===== config.mk =====
export PLATFORM = sky130hd
export DESIGN_NAME = modulo_cuenta_regresiva
export DESIGN_NICKNAME = d
export VERILOG_FILES = /design/src/rtl/modulo_cuenta_regresiva.sv
export SDC_FILE = /design/constraint.sdc
export NUM_CORES = 1
export LEC_CHECK = 0
export ABC_CLOCK_PERIOD_IN_PS = 3850
export CORE_MARGIN = 3
export CORE_UTILIZATION = 51
export CTS_CLUSTER_DIAMETER = 60
export DETAILED_ROUTE_END_ITERATION = 10
export PLACE_DENSITY = 0.8
export SLEW_MARGIN = 10
export SYNTH_ARGS = -nofsm -noshare
export SYNTH_HDL_FRONTEND = slang
export SYNTH_SLANG_ARGS = --single-unit

===== constraint.sdc =====
create_clock -name clk -period 3.85 [get_ports clk]
set_clock_uncertainty 0.05 [all_clocks]
set_input_delay 0.77 -clock clk [delete_from_list [all_inputs] [get_ports clk]]
set_output_delay 0.77 -clock clk [all_outputs]
set_load 0.05 [all_outputs]

===== src/rtl/modulo_cuenta_regresiva.sv =====
// rtl/modulo_cuenta_regresiva.sv - Loadable prescaled countdown timer with one-cycle done pulse.
// Optional periodic mode: define MODULO_CUENTA_REGRESIVA_AUTO_RELOAD_EN.
module modulo_cuenta_regresiva #(
  parameter int WIDTH    = 6,
  parameter int PRESCALE = 10
) (
  input  logic             clk,
  input  logic             rst,
  input  logic             load_i,
  input  logic [WIDTH-1:0] value_i,
  input  logic             start_i,
  input  logic             pause_i,
  output logic [WIDTH-1:0] count_o,
  output logic             busy_o,
  output logic             done_o
);

  localparam int PW = (PRESCALE > 1) ? $clog2(PRESCALE) : 1;
  localparam logic [PW-1:0] PRESC_LAST = PW'(PRESCALE - 1);

  typedef enum logic [1:0] {IDLE, RUN, HOLD, DONE} state_t;

  state_t           state_q, state_n;
  logic [PW-1:0]    presc_q, presc_n;
  logic [WIDTH-1:0] count_n;
  logic [WIDTH-1:0] reload_q, reload_n;
  logic             busy_n, done_n;

  always_ff @(posedge clk) begin
    if (rst) begin
      state_q  <= IDLE;
      presc_q  <= '0;
      count_o  <= '0;
      reload_q <= '0;
      busy_o   <= 1'b0;
      done_o   <= 1'b0;
    end else begin
      state_q  <= state_n;
      presc_q  <= presc_n;
      count_o  <= count_n;
      reload_q <= reload_n;
      busy_o   <= busy_n;
      done_o   <= done_n;
    end
  end

  always_comb begin
    state_n  = state_q;
    presc_n  = presc_q;
    count_n  = count_o;
    reload_n = reload_q;
    done_n   = 1'b0;

    if (load_i) begin
      // Loading always aborts whatever is in progress, silently.
      state_n  = IDLE;
      presc_n  = '0;
      count_n  = value_i;
      reload_n = value_i;
    end else begin
      unique case (state_q)
        IDLE: begin
          if (start_i) begin
            presc_n = '0;
            if (count_o == '0) begin
              state_n = DONE;
              done_n  = 1'b1;
            end else begin
              state_n = RUN;
            end
          end
        end
        RUN, HOLD: begin
          // A resuming HOLD edge counts like a RUN edge, so a pause costs exactly its own edges.
          if (pause_i) begin
            state_n = HOLD;
          end else begin
            state_n = RUN;
            if (presc_q == PRESC_LAST) begin
              presc_n = '0;
              if (count_o == WIDTH'(1)) begin
                done_n = 1'b1;
`ifdef MODULO_CUENTA_REGRESIVA_AUTO_RELOAD_EN
                count_n = reload_q;
`else
                count_n = '0;
                state_n = DONE;
`endif
              end else begin
                count_n = count_o - WIDTH'(1);
              end
            end else begin
              presc_n = presc_q + PW'(1);
            end
          end
        end
        DONE: begin
          count_n = '0;
        end
        default: begin
          state_n = IDLE;
        end
      endcase
    end

    busy_n = (state_n == RUN) || (state_n == HOLD);
  end

endmodule


# [After elaboration in Yosys (flattened, before gate mapping)]
# Index checks and enable logic that the tools add are counted.
[word_totals] in_bits=11 register_bits=14
[classes] eq_ne=11 add_sub_neg=2 muxes=22 reduce_logical=9
[op_table] cell="2-to-1 mux 6 bit" count=4
[op_table] cell="2-to-1 mux 2 bit" count=6
[op_table] cell="2-to-1 mux 4 bit" count=3
[op_table] cell="case mux 6 bit (2 select lines)" count=1
[op_table] cell="case mux 4 bit (2 select lines)" count=1
[op_table] cell="equality test 2 bit, second input constant" count=3
[op_table] cell="equality test 6 x 1 -> 1 bit, second input constant" count=1
[op_table] cell="logical NOT 6 bit" count=1
[op_table] cell="!= test 3 bit, second input constant" count=2
[op_table] cell="AND reduction 3 bit" count=2
[op_table] cell="subtractor 6 x 1 -> 6 bit, second input constant" count=1
[op_table] cell="2-to-1 mux 1 bit" count=5
[op_table] cell="adder 4 x 1 -> 4 bit, second input constant" count=1
[op_table] cell="equality test 2 x 1 -> 1 bit, second input constant" count=2
[op_table] cell="equality test 4 bit, second input constant" count=1
[op_table] cell="!= test 2 bit, second input constant" count=2
[op_table] cell="case mux 2 bit (2 select lines)" count=1
[op_table] cell="OR reduction 2 bit" count=2
[op_table] cell="nonzero test 3 bit" count=1
[op_table] cell="logical NOT 2 bit" count=1
[op_table] cell="case mux 1 bit (2 select lines)" count=1
[op_table] cell="nonzero test 2 bit" count=1
[op_table] cell="logical OR 1 bit" count=1

# [Logic depth before layout (Yosys ltp)]
[logic_depth] ltp_word=8 mapped_depth=9 mapped_depth_nobuf=7

# [Worst setup path before layout]
# Ideal clock, no wire load.
[synth_path] kind="register -> register" startpoint="register count_o[0]" endpoint="register busy_o" slack_ps=1704 required_ps=3742 stages_incl_launch_ff=7 setup_ps=58 synth_period_minus_slack_ps=2146 t_arrival_ps=2038 path_cell_list="dfxtp_1 -> ha_1 -> or2b_2 -> or2_1 -> o31a_1 -> a211oi_2 -> a31o_1"
[synth_via] elab_chain_cells=8 word_cells_on_any_way=12 cone_classes="eq/ne: 3; mux: 7; reduce/logical: 2"
[synth_rtl] item="start: declaration" line_no="13" source="output logic [WIDTH-1:0] count_o,"
[synth_rtl] item="start signal: assignment" line_no="40" source="count_o <= count_n;"
[synth_rtl] item="equality test 6 x 1 -> 1 bit" line_no="81" source="if (count_o == WIDTH'(1)) begin"
[synth_rtl] item="2-to-1 mux 2 bit" line_no="81"
[synth_rtl] item="2-to-1 mux 2 bit" line_no="79" source="if (presc_q == PRESC_LAST) begin"
[synth_rtl] item="2-to-1 mux 2 bit" line_no="75" source="if (pause_i) begin"
[synth_rtl] item="case mux 2 bit (2 select lines) (*)" line_no="61" source="unique case (state_q)"
[synth_rtl] item="2-to-1 mux 2 bit (*)" line_no="54" source="if (load_i) begin"
[synth_rtl] item="equality test 2 x 1 -> 1 bit / equality test 2 bit (equally long branches)" line_no="106" source="busy_n = (state_n == RUN) || (state_n == HOLD);"
[synth_rtl] item="logical OR 1 bit (*)" line_no="106"
[synth_rtl] item="end signal: assignment" line_no="42" source="busy_o <= busy_n;"
[synth_rtl] item="end: declaration" line_no="14" source="output logic busy_o,"
# Mark *: on every way between the ends. The rest lies on a longest branch, timed or not.
# A chain may end at the register's enable or synchronous reset.

# [Worst setup path in the final report]
[layout_path] startpoint="register count_o[3]" endpoint="output count_o[3]"
# No word-level cell between the ends.

==> run_results.csv <==
group,metric,value,unit
worst_setup_path,endpoint,"count_o[3]",
timing,relSlewSlack,62.3,%
detailed_routing,remaining_drc_errors,0,
global_route,grt_use_total,21.2,%
placement,dp_worst_setup_slack,1.24,ns
global_route,grt_max_degree,17,
detailed_routing,dr.pass1.iters,4,
clock_tree,insertion_delay,0.29,ns
final_layout,drive_gt1_share,10.5,%
final_layout,design_area,1100,µm²
final_layout,fin_util,69.8,%
worst_setup_path,setup.worst_path.start,"count_o[3]$_SDFFE_PP0P_",
detailed_routing,drt_iter0_drc,12,
min_path,hold_depth,2,
timing,max_freq,416,MHz
worst_setup_path,r2r_cells,7,
clock_tree,cts_made_buffers,3,
power_and_ir_drop,p_leak,0.419,nW
synthesis,syn_nets,132,
detailed_routing,avgRoutedWirePerCell,14.0,µm
synthesis,synth.distinct_cells,38,
clock_tree,clockRootBuffer,"clkbuf_4",
synthesis,postSynthCellCount,115,
detailed_routing,wl,2.09,mm
placement,place_hpwl,1.54,mm
final_layout,syn_to_final_growth,24.0,%
die,dieArea,2280,µm²
synthesis,synth_area,887,µm²
die,core_area,1580,µm²
clock_tree,cts_tree,"built",
worst_setup_path,arrival,1.58,ns
placement,dpl_cell_area,1060,µm²
clock_tree,post_cts_resized,0,
timing,setup_slack,1.45,ns
detailed_routing,viasPerCell,6.13,
synthesis,seq_area_frac_synth,31.6,%
worst_setup_path,r2r-start,"state_q[0]$_SDFF_PP0_",
timing,rsz0062_at_grt,"no",
synthesis,synth_seq_cells,14,
clock_tree,cts.sinks,14,
global_route,grt_pass1_wl,3.37,mm
timing,hold_slack,0.504,ns
worst_setup_path,critPathLaunchType,"flop",
clock_tree,path_clk_slew,0.09,ns
global_route,grt_pass1_vias,799,
min_path,min_path_type,"reg2reg",
worst_setup_path,crit_slowest_cell,"clkdlybuf4s50_1",
worst_setup_path,crit_buf_inv,1,
final_layout,fin_nets,151,
worst_setup_path,critPathTopFamily,"buffers and inverters",
worst_setup_path,slowest_delay,0.85,ns
worst_setup_path,path_class,"reg2out",
clock_tree,max-clock-path-buffers,2,
final_layout,diodes,0,
clock_tree,htreeDepth,1,
worst_setup_path,r2r-end,"count_o[5]$_SDFFE_PP0P_",
placement,portBuffers,18,
run_status,status,"complete, no violations",
timing,fin_crit_sh,62.4,%
clock_tree,post-cts-setup-buffers,0,
detailed_routing,routed-via-count,913,
timing,tightestPinTransition,0.563,ns
worst_setup_path,crit_fanout,7,
worst_setup_path,cp_cell_sequence,"clkdlybuf4s50_1",
timing,slew_violations,0,
die,die_h,47.7,µm
global_route,antenna_found_initial,0,
die,ios,19,
synthesis,synth-edff-count,0,
synthesis,synth_ff_type,"dfxtp_1",
worst_setup_path,path_depth,1,
synthesis,synthArstFlopShare,0,%
clock_tree,ctsHoldBuffers,0,
die,die_w,47.7,µm
power_and_ir_drop,power.density,358,nW/µm²
detailed_routing,ant_nets,0,
run,max_cap_violations,0,
timing,period_needed,2.40,ns
worst_setup_path,end_kind,"output port",
synthesis,yosysWarnings,0,
die,start_util,56.3,%
die,rows,14,
worst_setup_path,cp_data_required_time,3.03,ns
timing,fin_setup_tns,0,ns
synthesis,synth.avg_cell_area,7.71,µm²
global_route,overflow,0,
worst_setup_path,reg2reg_slack,1.66,ns
timing,setup_viol,0,
power_and_ir_drop,peakVddDrop,0.249,mV
placement,routabilityCongestion,0.913,
timing,finalHoldViolations,0,
==> synth_stat cells, drive strengths merged (2+ instances only) <==
master,n,area (µm²)
nand2,11,41.3
inv,7,26.3
o21ai,7,35.0
or2,2,12.5
a211oi,3,27.5
clkbuf,3,12.5
a21oi,10,50.1
a31o,2,17.5
or2b,3,26.3
o31a,2,18.8
o31ai,2,15.0
nor2,15,56.3
dfxtp,14,280
nor3,9,45.0
or3,4,30.0
ha,6,75.1
==> how the worst min path moves through the flow <==
stage	slack (ns)	startpoint	to
finish	0.50	count_o[4]$_SDFFE_PP0P_	count_o[4]$_SDFFE_PP0P_
global route	0.51	presc_q[3]$_SDFFE_PP0P_	presc_q[3]$_SDFFE_PP0P_
CTS	0.50	count_o[4]$_SDFFE_PP0P_	count_o[4]$_SDFFE_PP0P_
detailed placement	0.48	count_o[2]$_SDFFE_PP0P_	count_o[2]$_SDFFE_PP0P_
global placement	0.46	count_o[4]$_SDFFE_PP0P_	count_o[4]$_SDFFE_PP0P_
floorplan	0.45	presc_q[3]$_SDFFE_PP0P_	presc_q[3]$_SDFFE_PP0P_
==> metal layers <==
layer / wire [µm] / share of wire, % / track usage, % / vias to the layer above
li1: - / - / - / 450
met1: 951 / 46 / 25.8 / 421
met2: 978 / 47 / 34.0 / 34
met3: 117 / 5.6 / 7.14 / 8
met4: 43 / 2.1 / 8.60 / 0
met5: 0 / 0 / 0 / -
==> state kept, by name, indices dropped and copies added (netlist names) <==
register and flops:
presc_q 4, state_q 2, busy_o 1, done_o 1, count_o 6
==> power breakdown <==
group / switching, mW / internal [mW]
logic: 0.0716 / 0.0512
clock network: 0.0511 / 0.0576
registers: 0.00866 / 0.153
==> cell type report <==
| cell class | count | area (µm²) |
|---|---|---|
| multi-input combinational | 90 | 557 |
| timing repair buffer | 18 | 180 |
| fill | 150 | 477 |
| inverter | 7 | 26.3 |
| sequential | 14 | 280 |
| tap | 16 | 20.0 |
| clock buffer | 4 | 36.3 |
==> tightest hold or removal path, delay by kind of cell, from the launching register on <==
family             cells  cell delay (ns)
DFF                    1             0.36
AOI/OAI and AO/OA      2             0.16
==> cells in the final DEF, fill, tap and decap left out, drive strengths merged, types with 2 or more instances in the layout <==
cell           count
nor2              15
or2b               3
nand2             11
nor3               9
clkbuf             4
dfxtp             14
or3                4
or2                2
o31ai              2
a21oi             10
a211oi             3
clkdlybuf4s50     18
o21ai              7
ha                 6
inv                7
o31a               2
a31o               2
==> per-stage QoR <==
| step | power, mW | std cells |
|---|---|---|
| after floorplan | 0.251 | 115 |
| after global placement | 0.285 | 145 |
| after detailed placement | 0.287 | 145 |
| after CTS | 0.395 | 149 |
| after global routing | 0.416 | 149 |
| final | 0.394 | 149 |
==> logic make-up after synthesis <==
| kind of cell | Yosys count | synth area share [%] |
|---|---|---|
| flops | 14 | 31.6 |
| simple gates | 51 | 29.1 |
| compound gates | 33 | 25.2 |
| fa+ha+maj | 6 | 8.46 |
| buf+inv | 11 | 5.64 |
No activity file was read; power rests on OpenSTA's default activity.
